File: src/rtl/alu_mc_if.sv
// Request/response bundle between the EX-stage control and the multi-cycle ALU.
//
// Handshake: a request transfers on a rising clk edge where in_valid && in_ready;
// the requester holds A/B/pc_idx/ALUOp stable until that edge. A result transfers
// on a rising edge where out_valid && out_ready; C and zero stay stable until then.
// Neither valid waits on the matching ready; in_ready never depends on in_valid.
interface alu_mc_if #(
    parameter int WIDTH = 32,
    parameter int PC_W  = 6
);
    logic             in_valid;
    logic             in_ready;
    logic [WIDTH-1:0] A;
    logic [WIDTH-1:0] B;
    logic [PC_W-1:0]  pc_idx;
    logic [4:0]       ALUOp;
    logic             out_valid;
    logic             out_ready;
    logic [WIDTH-1:0] C;
    logic             zero;
    logic             busy;

    modport master (
        output in_valid, A, B, pc_idx, ALUOp, out_ready,
        input  in_ready, out_valid, C, zero, busy
    );

    modport slave (
        input  in_valid, A, B, pc_idx, ALUOp, out_ready,
        output in_ready, out_valid, C, zero, busy
    );
endinterface

File: src/rtl/alu_mc.sv
// Multi-cycle EX-stage ALU: single-cycle ops complete at the accept edge,
// mul/mulhu/divu/remu iterate one bit per cycle (shift-add / restoring divide).
// Results are registered and held until the consumer takes them.
// dbg_state exposes the FSM state: 0 = IDLE, 1 = ITER, 2 = HOLD.
module alu_mc #(
    parameter int WIDTH = 32,
    parameter int PC_W  = 6
) (
    input  logic       clk,
    input  logic       rstn,
    alu_mc_if.slave    bus,
    output logic [1:0] dbg_state
);
    localparam int SH_W = $clog2(WIDTH);
    localparam logic [SH_W-1:0] LAST_STEP = SH_W'(WIDTH - 1);

    localparam logic [4:0] OP_LUI   = 5'b00001;
    localparam logic [4:0] OP_AUIPC = 5'b00010;
    localparam logic [4:0] OP_ADD   = 5'b00011;
    localparam logic [4:0] OP_SUB   = 5'b00100;
    localparam logic [4:0] OP_AND   = 5'b00101;
    localparam logic [4:0] OP_OR    = 5'b00110;
    localparam logic [4:0] OP_XOR   = 5'b00111;
    localparam logic [4:0] OP_SLL   = 5'b01000;
    localparam logic [4:0] OP_SLT   = 5'b01001;
    localparam logic [4:0] OP_SLTU  = 5'b01010;
    localparam logic [4:0] OP_SRL   = 5'b01100;
    localparam logic [4:0] OP_SRA   = 5'b11000;

    typedef enum logic [1:0] {
        IDLE = 2'd0,
        ITER = 2'd1,
        HOLD = 2'd2
    } state_t;

    state_t           state_q, state_d;
    logic [WIDTH-1:0] c_q, c_d;
    logic             zero_q, zero_d;
    // Iteration registers: hi = product high half / partial remainder,
    // lo = multiplier bits / quotient bits, m = multiplicand / divisor.
    logic [WIDTH-1:0] hi_q, hi_d;
    logic [WIDTH-1:0] lo_q, lo_d;
    logic [WIDTH-1:0] m_q, m_d;
    logic [SH_W-1:0]  count_q, count_d;
    // Low two opcode bits of the iterative op: bit1 = divide, bit0 = take hi.
    logic [1:0]       iop_q, iop_d;

    logic             in_ready_c;
    logic             out_valid_c;
    logic             busy_c;
    logic             accept;
    logic             is_iter;
    logic [SH_W-1:0]  shamt;
    logic [WIDTH-1:0] sc_res;
    logic [WIDTH-1:0] sra_res;
    logic [WIDTH:0]   mul_sum;
    logic [WIDTH:0]   div_sh;
    logic [WIDTH:0]   div_diff;
    logic             div_ge;
    logic [WIDTH-1:0] step_hi;
    logic [WIDTH-1:0] step_lo;
    logic [WIDTH-1:0] iter_res;

    assign shamt   = bus.B[SH_W-1:0];
    assign is_iter = (bus.ALUOp[4:2] == 3'b100);
    assign sra_res = $signed(bus.A) >>> shamt;

    // Single-cycle result for the op currently presented; unknown codes keep C.
    always_comb begin
        sc_res = c_q;
        case (bus.ALUOp)
            OP_LUI:   sc_res = bus.B;
            OP_AUIPC: sc_res = (WIDTH'(bus.pc_idx) << 2) + bus.B;
            OP_ADD:   sc_res = bus.A + bus.B;
            OP_SUB:   sc_res = bus.A - bus.B;
            OP_AND:   sc_res = bus.A & bus.B;
            OP_OR:    sc_res = bus.A | bus.B;
            OP_XOR:   sc_res = bus.A ^ bus.B;
            OP_SLL:   sc_res = bus.A << shamt;
            OP_SRL:   sc_res = bus.A >> shamt;
            OP_SRA:   sc_res = sra_res;
            OP_SLT:   sc_res = {{(WIDTH-1){1'b0}}, ($signed(bus.A) < $signed(bus.B))};
            OP_SLTU:  sc_res = {{(WIDTH-1){1'b0}}, (bus.A < bus.B)};
            default:  sc_res = c_q;
        endcase
    end

    // One iteration step: shift-add multiply or restoring divide.
    always_comb begin
        // Multiply: add m into the high half when the current multiplier bit is
        // set, then shift the whole {carry, hi, lo} right by one.
        mul_sum  = {1'b0, hi_q} + (lo_q[0] ? {1'b0, m_q} : '0);
        // Divide: shift the next dividend bit into the remainder and subtract
        // the divisor when it fits. A zero divisor always "fits", which yields
        // an all-ones quotient and a remainder equal to A with no special case.
        div_sh   = {hi_q, lo_q[WIDTH-1]};
        div_diff = div_sh - {1'b0, m_q};
        div_ge   = (div_sh >= {1'b0, m_q});
        if (iop_q[1]) begin
            step_hi = div_ge ? div_diff[WIDTH-1:0] : div_sh[WIDTH-1:0];
            step_lo = {lo_q[WIDTH-2:0], div_ge};
        end else begin
            step_hi = mul_sum[WIDTH:1];
            step_lo = {mul_sum[0], lo_q[WIDTH-1:1]};
        end
        iter_res = iop_q[0] ? step_hi : step_lo;
    end

    // Next-state and handshake outputs.
    always_comb begin
        state_d     = state_q;
        c_d         = c_q;
        zero_d      = zero_q;
        hi_d        = hi_q;
        lo_d        = lo_q;
        m_d         = m_q;
        count_d     = count_q;
        iop_d       = iop_q;
        in_ready_c  = 1'b0;
        out_valid_c = 1'b0;
        busy_c      = 1'b0;
        accept      = 1'b0;

        case (state_q)
            IDLE: begin
                in_ready_c = 1'b1;
                accept     = bus.in_valid;
            end
            ITER: begin
                busy_c  = 1'b1;
                hi_d    = step_hi;
                lo_d    = step_lo;
                count_d = count_q + SH_W'(1);
                // The final step's result goes straight into C.
                if (count_q == LAST_STEP) begin
                    c_d     = iter_res;
                    zero_d  = (iter_res == '0);
                    state_d = HOLD;
                end
            end
            HOLD: begin
                out_valid_c = 1'b1;
                in_ready_c  = bus.out_ready;
                if (bus.out_ready) begin
                    if (bus.in_valid) begin
                        accept = 1'b1;
                    end else begin
                        state_d = IDLE;
                    end
                end
            end
            default: begin
                state_d = IDLE;
            end
        endcase

        // Operands are captured only here, so later input changes are ignored.
        if (accept) begin
            if (is_iter) begin
                hi_d    = '0;
                lo_d    = bus.A;
                m_d     = bus.B;
                iop_d   = bus.ALUOp[1:0];
                count_d = '0;
                state_d = ITER;
            end else begin
                c_d     = sc_res;
                zero_d  = (sc_res == '0);
                state_d = HOLD;
            end
        end
    end

    // State and datapath registers; reset discards any in-flight op.
    always_ff @(posedge clk or negedge rstn) begin
        if (!rstn) begin
            state_q <= IDLE;
            c_q     <= '0;
            zero_q  <= 1'b1;
            hi_q    <= '0;
            lo_q    <= '0;
            m_q     <= '0;
            count_q <= '0;
            iop_q   <= '0;
        end else begin
            state_q <= state_d;
            c_q     <= c_d;
            zero_q  <= zero_d;
            hi_q    <= hi_d;
            lo_q    <= lo_d;
            m_q     <= m_d;
            count_q <= count_d;
            iop_q   <= iop_d;
        end
    end

    assign bus.in_ready  = in_ready_c;
    assign bus.out_valid = out_valid_c;
    assign bus.busy      = busy_c;
    assign bus.C         = c_q;
    assign bus.zero      = zero_q;
    assign dbg_state     = state_q;
endmodule

File: src/flat_wrapper.sv
// flat-port wrapper written by rule: the top's interface ports become plain ports
module alu_mc_flat 
#(
    parameter int WIDTH = 32,
    parameter int PC_W  = 6
)
  (clk, rstn, dbg_state, bus_in_valid, bus_A, bus_B, bus_pc_idx, bus_ALUOp, bus_out_ready, bus_in_ready, bus_out_valid, bus_C, bus_zero, bus_busy);
  alu_mc_if #(.WIDTH(WIDTH), .PC_W(PC_W)) bus_i ();
  input  logic clk;
  input  logic rstn;
  output logic [1:0] dbg_state;
  input wire logic [$bits(bus_i.in_valid)-1:0] bus_in_valid;
  input wire logic [$bits(bus_i.A)-1:0] bus_A;
  input wire logic [$bits(bus_i.B)-1:0] bus_B;
  input wire logic [$bits(bus_i.pc_idx)-1:0] bus_pc_idx;
  input wire logic [$bits(bus_i.ALUOp)-1:0] bus_ALUOp;
  input wire logic [$bits(bus_i.out_ready)-1:0] bus_out_ready;
  output wire logic [$bits(bus_i.in_ready)-1:0] bus_in_ready;
  output wire logic [$bits(bus_i.out_valid)-1:0] bus_out_valid;
  output wire logic [$bits(bus_i.C)-1:0] bus_C;
  output wire logic [$bits(bus_i.zero)-1:0] bus_zero;
  output wire logic [$bits(bus_i.busy)-1:0] bus_busy;
  assign bus_i.in_valid = bus_in_valid;
  assign bus_i.A = bus_A;
  assign bus_i.B = bus_B;
  assign bus_i.pc_idx = bus_pc_idx;
  assign bus_i.ALUOp = bus_ALUOp;
  assign bus_i.out_ready = bus_out_ready;
  assign bus_in_ready = bus_i.in_ready;
  assign bus_out_valid = bus_i.out_valid;
  assign bus_C = bus_i.C;
  assign bus_zero = bus_i.zero;
  assign bus_busy = bus_i.busy;
  alu_mc #(.WIDTH(WIDTH), .PC_W(PC_W)) u_core (.clk(clk), .rstn(rstn), .bus(bus_i), .dbg_state(dbg_state));
endmodule
File: config.mk
export PLATFORM = sky130hd
export DESIGN_NAME = alu_mc_flat
export DESIGN_NICKNAME = d
export VERILOG_FILES = /design/src/rtl/alu_mc_if.sv /design/src/rtl/alu_mc.sv /design/src/flat_wrapper.sv
export SDC_FILE = /design/constraint.sdc
export NUM_CORES = 1
export LEC_CHECK = 0
export BUFFER_PORTS_ARGS = -buffer_cell sky130_fd_sc_hd__buf_2
export CAP_MARGIN = 20
export CELL_PAD_IN_SITES_DETAIL_PLACEMENT = 1
export CELL_PAD_IN_SITES_GLOBAL_PLACEMENT = 2
export CORE_MARGIN = 1.5
export CORE_UTILIZATION = 35
export CTS_CLUSTER_DIAMETER = 30
export DETAILED_ROUTE_END_ITERATION = 8
export PLACE_DENSITY_LB_ADDON = 0.1
export SLEW_MARGIN = 20
export SYNTH_ARGS = -nofsm -noshare
export SYNTH_HDL_FRONTEND = slang
export SYNTH_SLANG_ARGS = --single-unit
File: constraint.sdc
create_clock -name clk -period 9.07 [get_ports clk]
set_input_delay 1.3605 -clock clk [delete_from_list [all_inputs] [get_ports clk]]
set_output_delay 1.3605 -clock clk [all_outputs]
set_load 0.01 [all_outputs]
==> results of run 1 <==
-- metal layers --
metal / vias up / track usage / part of all wire / wire (µm)
li1: 11347 / - / - / -
met1: 13435 / 0.5510 / 0.45 / 58310
met2: 1288 / 0.5954 / 0.43 / 55480
met3: 265 / 0.07088 / 0.082 / 10650
met4: 6 / 0.1706 / 0.046 / 5946
met5: - / 0 / 0.00029 / 38
-- state kept, by name (all words and copies together), names as in the netlist --
register	flops
u_core.m_q	32
u_core.iop_q	2
u_core.dbg_state	2
u_core.lo_q	32
u_core.hi_q	32
u_core.bus.zero	1
u_core.count_q	5
u_core.bus.C	32
-- per-stage QoR --
stage,power [W],area [µm²],setup WS (ps)
floorplan,0.004117,22220,3599
global placement,0.005600,23450,1677
detailed placement,0.005694,23460,1683
CTS,0.006459,24030,2172
global route,0.006972,24040,1697
finish,0.006542,24050,1849
-- layout make-up --
type,instances,area [µm²]
Antenna cell,3,7.507
Clock buffer,20,456.7
Clock inverter,12,112.6
Fill cell,7873,38920
Inverter,152,570.5
Multi-Input combinational cell,2559,17420
Sequential cell,138,3458
Tap cell,846,1059
Timing Repair Buffer,164,962.2
-- placed cells by master (no fill, tap or decap), types with 19 or more instances in the layout --
cell	count
a211oi_1	64
a21o_1	35
a21oi_1	260
a221oi_1	27
a22oi_1	22
a31oi_1	43
and2_1	59
and3_1	27
buf_2	114
buf_4	48
dfrtp_1	136
ha_1	176
inv_1	150
mux2_2	30
mux2i_1	102
mux4_2	46
nand2_1	343
nand2b_1	32
nand3_1	65
nand4_1	45
nor2_1	305
nor2b_1	28
nor3_1	80
nor4_1	28
o211ai_1	64
o21ai_0	204
o221ai_1	19
o22ai_1	33
o31ai_1	29
or3_1	24
xnor2_1	61
xor2_1	28
-- worst max-delay path: stages --
cell and delay, ps:
buf_2 630, clkinv_1 880, ha_1 680, nand3_1 150, a21oi_1 170, nor4b_1 980, o32ai_1 370, nor4_1 700
nand3b_1 200, a31oi_1 100, o32ai_1 320, o2111ai_1 180, nor4_1 590, a21oi_1 190, o41ai_2 90
-- logic make-up (layout without fill, tap and decap cells) --
logic type | Yosys count | count (layout) | synth area share
buf+inv | 369 | 348 | 0.06374
flops | 138 | 138 | 0.1555
xor+xnor | 89 | 89 | 0.03508
simple gates | 1090 | 1090 | 0.2293
fa+ha+maj | 181 | 181 | 0.1036
compound gates | 1021 | 1021 | 0.3050
mux | 178 | 178 | 0.1078
other cells | 0 | 3 | 0
-- power by group through the flow --
stage | Clock [W] | Combinational, W | Sequential [W]
finish | 0.000741 | 0.00461 | 0.00119
global route | 0.000770 | 0.00499 | 0.00121
CTS | 0.000750 | 0.00453 | 0.00118
detailed placement | 0 | 0.00450 | 0.00119
global placement | 0 | 0.00442 | 0.00118
floorplan | 0 | 0.00306 | 0.00105
-- worst paths after layout --
path / from / end / slack (ps) / cells after the start
setup / recovery: bus_B[2] / u_core.bus.zero / 1850 / 15
hold / removal: u_core.count_q[4] / u_core.count_q[4] / 540 / 2
setup reg to reg: u_core.lo_q[0] / u_core.bus.zero / 3770 / 17
hold reg to reg: u_core.count_q[4] / u_core.count_q[4] / 540 / 2
max in group asynchronous: rstn / u_core.iop_q[1] / 6480 / 2
min in group asynchronous: rstn / u_core.count_q[3] / 940 / 1
==> metrics.txt, run 1 <==
Max Clk Rate=between 0.1 and 0.15 GHz; Yosys top cell area share=0.1543; initial antenna violation count=6; final wirelength=approximately 130 mm; Worst Path Arrival=7610 ps; internal power=0.002861 W; clock sink count=approximately 140; row cnt=between 90 and 100; Worst-path clk slew=approximately 60 ps; post_cts resized=0; vias in the first global route=25.69k; most common cell in the netlist=nand2_1; Core Util, Final=0.3819; Max-cap violations=0; routed via count=about 26k; First-pass DRT Iterations=6; Pwr Density=roughly 270 nW/µm²; endpoints failing setup=0; Post-DP HPWL=between 100 and 150 mm; grt ovf=0; Sequential Power Share=0.182; mapped cell area=22220 µm²; # DRC=0; Mapped Cells=3066; clk_skew=between 15 and 20 ps; WS Path Type=in2reg; Area contributors post-synth=dfrtp_1, ha_1, a21oi_1; Synth Flop Type=dfrtp_1; Final nets=3292; pin count of the biggest net entering global routing=140; Setup Fix Bufs, Post-CTS=0; critical-path maximum fanout=36; post-synth net total=3326; Seq/Total Area, Yosys=0.1555; Avg WL per Cell=~33 µm; Synth top cells by count=nand2_1, nor2_1, a21oi_1; Worst Tran Pin Value=about 1200 ps; Post-synth EDFFs=0; cell taking the most area after synthesis=dfrtp_1; Worst setup SP type=input port; outcome=complete, no violations; Root Driver=clkbuf_16; Vias/cell=slightly below 7; synth warn=0; Total GRT Usage=0.3956; initial drt markers=2888; RSZ-0062 raised after global routing=no; CTS tree=yes; P_leak=between 9 and 10 nW; setup TNS=0 ps; minimum clock period=7221 ps; global-route wire length before repair=~190 mm; die height=between 200 and 300 µm; Netlist cell types=just under 90; syn avg cell area=around 7.2 µm²; clock latency on the worst-skew pair=between 400 and 500 ps; number of H-tree levels=4; Hold Fails Final Rpt=0; Starting Density=0.3529; Bufs on Longest Clock Path=2; clock share of power=0.113; share of layout cells above drive strength 1=0.1038; hold_buf cts=0; dpl cells=between 3k and 4k; Slew HR=0.1779; asr flop ratio synth=1.000; worst-case vdd ir drop=about 0.00021 V; Min Hold Slack=538.1 ps; Final Slew Violations=0; post-route ant nets=0; core area=about 63000 µm²; Placer Congestion=roughly 1.0; flops & latches, synth=~140; Non-Filler Instances=between 3k and 4k; PortBufs=~120; area grow syn2layout=8.221%; Critical Path RT=approximately 9500 ps; Logic pwr share=0.704; DIE AREA=roughly 65000 µm²; Sw Ratio=0.5627; Setup crit end kind=register; TritonCTS Buffers=17; Die W=approximately 250 µm; Ports=117; P_sw=0.003681 W; Min-Delay Path Class=reg2reg; period utilisation layout=0.7961
No activity file was read; power rests on OpenSTA's default activity.
==> run 2, diff against run 1 <==
--- a/config.mk
+++ b/config.mk
@@ -10,7 +10,7 @@
 export CELL_PAD_IN_SITES_DETAIL_PLACEMENT = 1
 export CELL_PAD_IN_SITES_GLOBAL_PLACEMENT = 2
 export CORE_MARGIN = 1.5
-export CORE_UTILIZATION = 35
+export CORE_UTILIZATION = 34
 export CTS_CLUSTER_DIAMETER = 30
 export DETAILED_ROUTE_END_ITERATION = 8
 export PLACE_DENSITY_LB_ADDON = 0.1
==> constraint.sdc (replaced) <==
create_clock -name clk -period 6.5 [get_ports clk]
set_input_delay 0.975 -clock clk [delete_from_list [all_inputs] [get_ports clk]]
set_output_delay 0.975 -clock clk [all_outputs]
set_load 0.01 [all_outputs]
==> run 2 against run 1 <==
Net effect: hold slack worse by 1.6 ps; sequential power up 42%; die area rose by 2.9%; utilization decreased by 0.42 points; routed wire length is 0.90% higher; clock power grew 39%; sequential share of layout area fell by 0.20 points; total power is 40% higher.
==> metrics.txt, run 2 (synthesized netlist as in run 1, its figures left out) <==
final wirelength=131.6 mm (was 130.4 mm); period utilisation layout=0.9126; worst reg2reg startpoint=u_core.lo_q[0] (unchanged); storage element area=3458 µm² (unchanged); endpoints failing setup=0 (unchanged); Root Driver=clkbuf_16 (unchanged); clock share of power=0.112 (was 0.113); Pwr Density=375.9 nW/µm² (was 272.0 nW/µm²); Worst Tran Pin Value=1143 ps (was 1233 ps); P_leak=9.984 nW (was 9.755 nW); WS Path Type=in2reg (unchanged); clock sink count=138 (unchanged); clk_skew=19.89 ps (was 19.87 ps); clock latency on the worst-skew pair=460 ps (was 490 ps); Hold Fails Final Rpt=0 (unchanged); Worst setup SP type=input port (unchanged); Min-Delay Path Class=in2async (was reg2reg); internal power=0.004017 W (was 0.002861 W); Logic pwr share=0.704 (about the same); vias in the first global route=26.26k (was 25.69k); setup TNS=0 ps (unchanged); routed via count=26.52k (was 26.34k); Avg WL per Cell=33.34 µm (was 33.49 µm); post-route ant nets=0 (unchanged); P_sw=0.005153 W (was 0.003681 W); DIE AREA=66900 µm² (was 65010 µm²); # DRC=0 (unchanged); First-pass DRT Iterations=6 (unchanged); dpl cell area=23770 µm² (was 23460 µm²); Slew HR=0.2309 (was 0.1779); worst-case vdd ir drop=0.0002603 V (was 0.0002134 V); hold_buf cts=0 (unchanged); Bufs on Longest Clock Path=2 (unchanged); Setup Fix Bufs, Post-CTS=0 (unchanged); pin count of the biggest net entering global routing=105 (was 140); global-route wire length before repair=188.8 mm (was 185.8 mm); Die W=258.7 µm (was 255.0 µm); Setup crit end kind=register (unchanged); Core Util, Final=0.3777 (was 0.3819); PortBufs=116 (unchanged); Worst Path Arrival=6300 ps (was 7610 ps); row cnt=93 (was 92); Ports=117 (unchanged); critical-path maximum fanout=13 (was 36); fill cell count=8082 (was 7873); RR Endpoint=u_core.bus.zero (unchanged); Worst Reg-to-Reg Cells=14 (was 17); Final nets=3334 (was 3292); most common cell after layout, fill and taps aside=nand2_1 (unchanged); Placer Congestion=1.038 (was 1.010); worst setup path end=u_core.bus.zero (unchanged); number of H-tree levels=4 (unchanged); TritonCTS Buffers=17 (unchanged); R2R Setup Slk=1180 ps (was 3770 ps); minimum clock period=~5900 ps; Sequential Power Share=0.184 (was 0.182); Max Clk Rate=roughly 0.17 GHz; Vias/cell=6.720 (was 6.765); Worst-path clk slew=80 ps (was 60 ps); RSZ-0062 raised after global routing=no (unchanged); Total GRT Usage=0.3844 (was 0.3956); area grow syn2layout=9.769% (was 8.221%); Multi-input gate area=17400 µm² (was 17420 µm²); most frequent cells in the layout=nand2_1, nor2_1, a21oi_1 (unchanged); initial antenna violation count=11 (was 6); CTS tree=yes (unchanged); Max-cap violations=0 (unchanged); crit path launch=bus_B[1] (was bus_B[2]); Post-DP HPWL=103.6 mm (was 100.3 mm); Critical Path RT=6870 ps (was 9460 ps); Sw Ratio=0.5619 (was 0.5627); Starting Density=0.3441 (was 0.3529); initial drt markers=2968 (was 2888); Design Area, Final=24390 µm² (was 24050 µm²); post_cts resized=0 (unchanged); share of layout cells above drive strength 1=0.1153 (was 0.1038); grt ovf=0 (unchanged); outcome=complete, no violations (unchanged); die height=258.7 µm (was 255.0 µm); Final Slew Violations=0 (unchanged); core area=64580 µm² (was 62970 µm²)
## run 2: worst min-delay path by stage
stage	startpoint	endpoint	slack (ps)	cells past startpoint
global placement	u_core.count_q[4]	u_core.count_q[4]	520	2
global route	u_core.count_q[2]	u_core.count_q[2]	590	2
floorplan	u_core.count_q[3]	u_core.count_q[3]	500	2
detailed placement	u_core.count_q[4]	u_core.count_q[4]	560	2
finish	rstn	u_core.m_q[28]	540	1
CTS	u_core.count_q[4]	u_core.count_q[4]	560	2
## run 2: worst max-delay path, cell delays in order
cell	delay, ps
buf_2	280
inv_1	260
buf_4	250
fa_1	490
nor2b_1	160
o21a_1	230
o21ai_0	270
mux2i_1	120
or4_1	510
a2111oi_0	710
nand3_1	160
nor4_1	890
nand4_1	380
nor4_1	410
a21oi_1	130
o41ai_2	60
## run 2: layout make-up
cell class,instances,area share
Inverter,152,0.02339
Antenna cell,5,0.0005130
Tap cell,855,0.04386
Clock buffer,17,0.01744
Sequential cell,138,0.1418
Multi-Input combinational cell,2559,0.7135
Clock inverter,15,0.006309
Timing Repair Buffer,206,0.05319
## run 2: power groups by stage
stage / Combinational [W] / Clock, W / Sequential (W)
after floorplan: 0.00427 / 0 / 0.00147
after global placement: 0.00617 / 0 / 0.00168
after detailed placement: 0.00629 / 0 / 0.00169
after CTS: 0.00634 / 0.00104 / 0.00168
after global routing: 0.00699 / 0.00107 / 0.00172
final: 0.00645 / 0.00103 / 0.00169
## run 2: metrics by stage
stage / std cells / hold WS, ps / power [W] / setup WS, ps
floorplan: 3066 / 497.8 / 0.005744 / 1415
global placement: 3909 / 515.0 / 0.007845 / 332.8
global route: 3942 / 586.8 / 0.009775 / 339.0
CTS: 3941 / 564.6 / 0.009047 / 824.9
finish: 3947 / 536.5 / 0.009170 / 568.1
detailed placement: 3909 / 555.2 / 0.007976 / 362.8
## run 2: per-layer routing
metal / routed length [µm] / GRT usage / vias to the layer above
li1: - / - / 11420
met1: 58380 / 0.5380 / 13493
met2: 56560 / 0.5789 / 1320
met3: 10080 / 0.05966 / 285
met4: 6446 / 0.1711 / 6
met5: 142 / 0.01211 / -
==> run 3, diff against run 2 <==
--- a/config.mk
+++ b/config.mk
@@ -5,14 +5,14 @@
 export SDC_FILE = /design/constraint.sdc
 export NUM_CORES = 1
 export LEC_CHECK = 0
-export BUFFER_PORTS_ARGS = -buffer_cell sky130_fd_sc_hd__buf_2
 export CAP_MARGIN = 20
 export CELL_PAD_IN_SITES_DETAIL_PLACEMENT = 1
 export CELL_PAD_IN_SITES_GLOBAL_PLACEMENT = 2
 export CORE_MARGIN = 1.5
-export CORE_UTILIZATION = 34
+export CORE_UTILIZATION = 35
 export CTS_CLUSTER_DIAMETER = 30
 export DETAILED_ROUTE_END_ITERATION = 8
+export DONT_BUFFER_PORTS = 1
 export PLACE_DENSITY_LB_ADDON = 0.1
 export SLEW_MARGIN = 20
 export SYNTH_ARGS = -nofsm -noshare
==> run 3 against run 2 <==
Net effect: register-to-register slack gained 60 ps; combinational power fell by 4.0%; setup slack gained 670 ps; critical path type is now reg2reg; clock skew fell by 5.8 ps; via count fell by 2.7%; largest cell class unchanged.
==> metrics.txt, run 3 (synthesized netlist as in run 1, its figures left out) <==
outcome=complete, no violations (unchanged); TritonCTS Buffers=17 (unchanged); post_cts resized=0 (unchanged); Avg WL per Cell=34.95 µm (was 33.34 µm); Vias/cell=6.828 (was 6.720); Total GRT Usage=0.3990 (was 0.3844); Worst Tran Pin Value=1172 ps (was 1143 ps); period utilisation layout=0.8093 (was 0.9126); cell mode on critical path=nand4_1 (was nor4_1); CP peak stage delay=520 ps (was 890 ps); share of layout cells above drive strength 1=0.06721 (was 0.1153); P_leak=9.340 nW (was 9.984 nW); delay-heaviest family, CP=simple AND/OR/NAND/NOR gates (unchanged); die height=255.0 µm (was 258.7 µm); Ports=117 (unchanged); Worst Path Arrival=5630 ps (was 6300 ps); Setup Fix Bufs, Post-CTS=0 (unchanged); minimum clock period=5261 ps (was 5932 ps); number of H-tree levels=4 (unchanged); P_sw=0.005013 W (was 0.005153 W); worst-case vdd ir drop=0.0002276 V (was 0.0002603 V); critical-path maximum fanout=34 (was 13); most frequent cells in the layout=nand2_1, nor2_1, a21oi_1 (unchanged); Sequential Power Share=0.192 (was 0.184); setup TNS=0 ps (unchanged); Die W=255.0 µm (was 258.7 µm); slowest CP cell=a2111oi_2 (was nor4_1); hold_buf cts=0 (unchanged); row cnt=92 (was 93); Final Slew Violations=0 (unchanged); initial drt markers=3011 (was 2968); fill cell count=7816 (was 8082); # DRC=0 (unchanged); Multi-input gate area=17410 µm² (was 17400 µm²); endpoints failing setup=0 (unchanged); Slew HR=0.2132 (was 0.2309); Root Driver=clkbuf_16 (unchanged); First-pass DRT Iterations=6 (unchanged); Placer Congestion=1.052 (was 1.038); post-route ant nets=0 (unchanged); Final nets=3179 (was 3334); clock share of power=0.126 (was 0.112); pin count of the biggest net entering global routing=139 (was 105); CTS tree=yes (unchanged); Post-DP HPWL=102.5 mm (was 103.6 mm); routed via count=25.80k (was 26.52k); vias in the first global route=25.42k (was 26.26k); Bufs on Longest Clock Path=2 (unchanged); WS Path Type=reg2reg (was in2reg); PortBufs=0 (was 116); clock latency on the worst-skew pair=470 ps (was 460 ps); grt ovf=0 (unchanged); Min-Delay Path Class=in2async (unchanged); Setup crit end kind=register (unchanged); core area=62970 µm² (was 64580 µm²); Max Clk Rate=0.1901 GHz (was 0.1686 GHz); most common cell after layout, fill and taps aside=nand2_1 (unchanged); RSZ-0062 raised after global routing=no (unchanged); global-route wire length before repair=187.9 mm (was 188.8 mm); Worst-path clk slew=70 ps (was 80 ps); internal power=0.004062 W (was 0.004017 W); Worst setup SP type=register (was input port); WP buf/inv=0 (was 3); Sw Ratio=0.5524 (was 0.5619); Logic pwr share=0.682 (was 0.704); clk_skew=14.06 ps (was 19.89 ps); initial antenna violation count=13 (was 11); Min Hold Slack=194.4 ps (was 536.5 ps); DIE AREA=65010 µm² (was 66900 µm²); Cell Chain, Critical Path=ha_1 > and4_1 > nand4_1 > or3_1 > a211o_1 > nand3_4 > mux2_2 > mux2_2 > a221oi_1 > nand4_1 > a2111oi_2 > nand4_1 > o41ai_2 (was buf_2 > inv_1 > buf_4 > fa_1 > nor2b_1 > o21a_1 > o21ai_0 > mux2i_1 > or4_1 > a2111oi_0 > nand3_1 > nor4_1 > nand4_1 > nor4_1 > a21oi_1 > o41ai_2); Max-cap violations=0 (unchanged); final wirelength=132.1 mm (was 131.6 mm); Design Area, Final=23530 µm² (was 24390 µm²); Pwr Density=385.7 nW/µm² (was 375.9 nW/µm²); Critical Path RT=6870 ps (about the same); R2R Setup Slk=1240 ps (was 1180 ps); Starting Density=0.3529 (was 0.3441); clock sink count=138 (unchanged); dpl cell area=22890 µm² (was 23770 µm²); Hold Fails Final Rpt=0 (unchanged); storage element area=3458 µm² (unchanged); area grow syn2layout=5.879% (was 9.769%)
run 3: layer usage:
metal  track usage  part of all wire
met2        0.5953              0.42
met5             0           0.00056
met4        0.1660             0.047
met1        0.5475              0.44
met3       0.09468             0.094
run 3: final timing paths:
path | start | endpoint | depth (start not counted)
worst max-delay path | u_core.hi_q[27] | u_core.bus.zero | 13
worst min-delay path | rstn | u_core.count_q[4] | 0
worst max register to register | u_core.hi_q[27] | u_core.bus.zero | 13
worst min register to register | u_core.count_q[4] | u_core.count_q[4] | 2
max in group asynchronous | rstn | u_core.iop_q[1] | 0
min in group clk | u_core.count_q[4] | u_core.count_q[4] | 2
run 3: per-stage QoR:
stage               cells  worst slack, ps  total power (W)    util
floorplan            3066             1415         0.005744       -
global placement     3746             1206         0.007663  0.3633
detailed placement   3746             1143         0.007775  0.3635
CTS                  3777             1377         0.008957  0.3736
global route         3777             1064         0.009627  0.3736
finish               3779             1239         0.009075  0.3737
run 3: cell type report:
| type | instances | area share |
|---|---|---|
| Antenna cell | 2 | 0.0002127 |
| Clock buffer | 21 | 0.01872 |
| Clock inverter | 10 | 0.008190 |
| Inverter | 152 | 0.02425 |
| Multi-Input combinational cell | 2559 | 0.7398 |
| Sequential cell | 138 | 0.1470 |
| Tap cell | 846 | 0.04499 |
| Timing Repair Buffer | 51 | 0.01680 |
run 3: power by group through the flow:
| stage | logic (W) | registers [W] | clock network (W) |
|---|---|---|---|
| 2_1_floorplan | 0.00427 | 0.00147 | 0 |
| 3_3_place_gp | 0.00594 | 0.00173 | 0 |
| 3_5_place_dp | 0.00604 | 0.00173 | 0 |
| 4_1_cts | 0.00609 | 0.00172 | 0.00115 |
| 5_1_grt | 0.00668 | 0.00177 | 0.00118 |
| 6_report | 0.00619 | 0.00174 | 0.00115 |
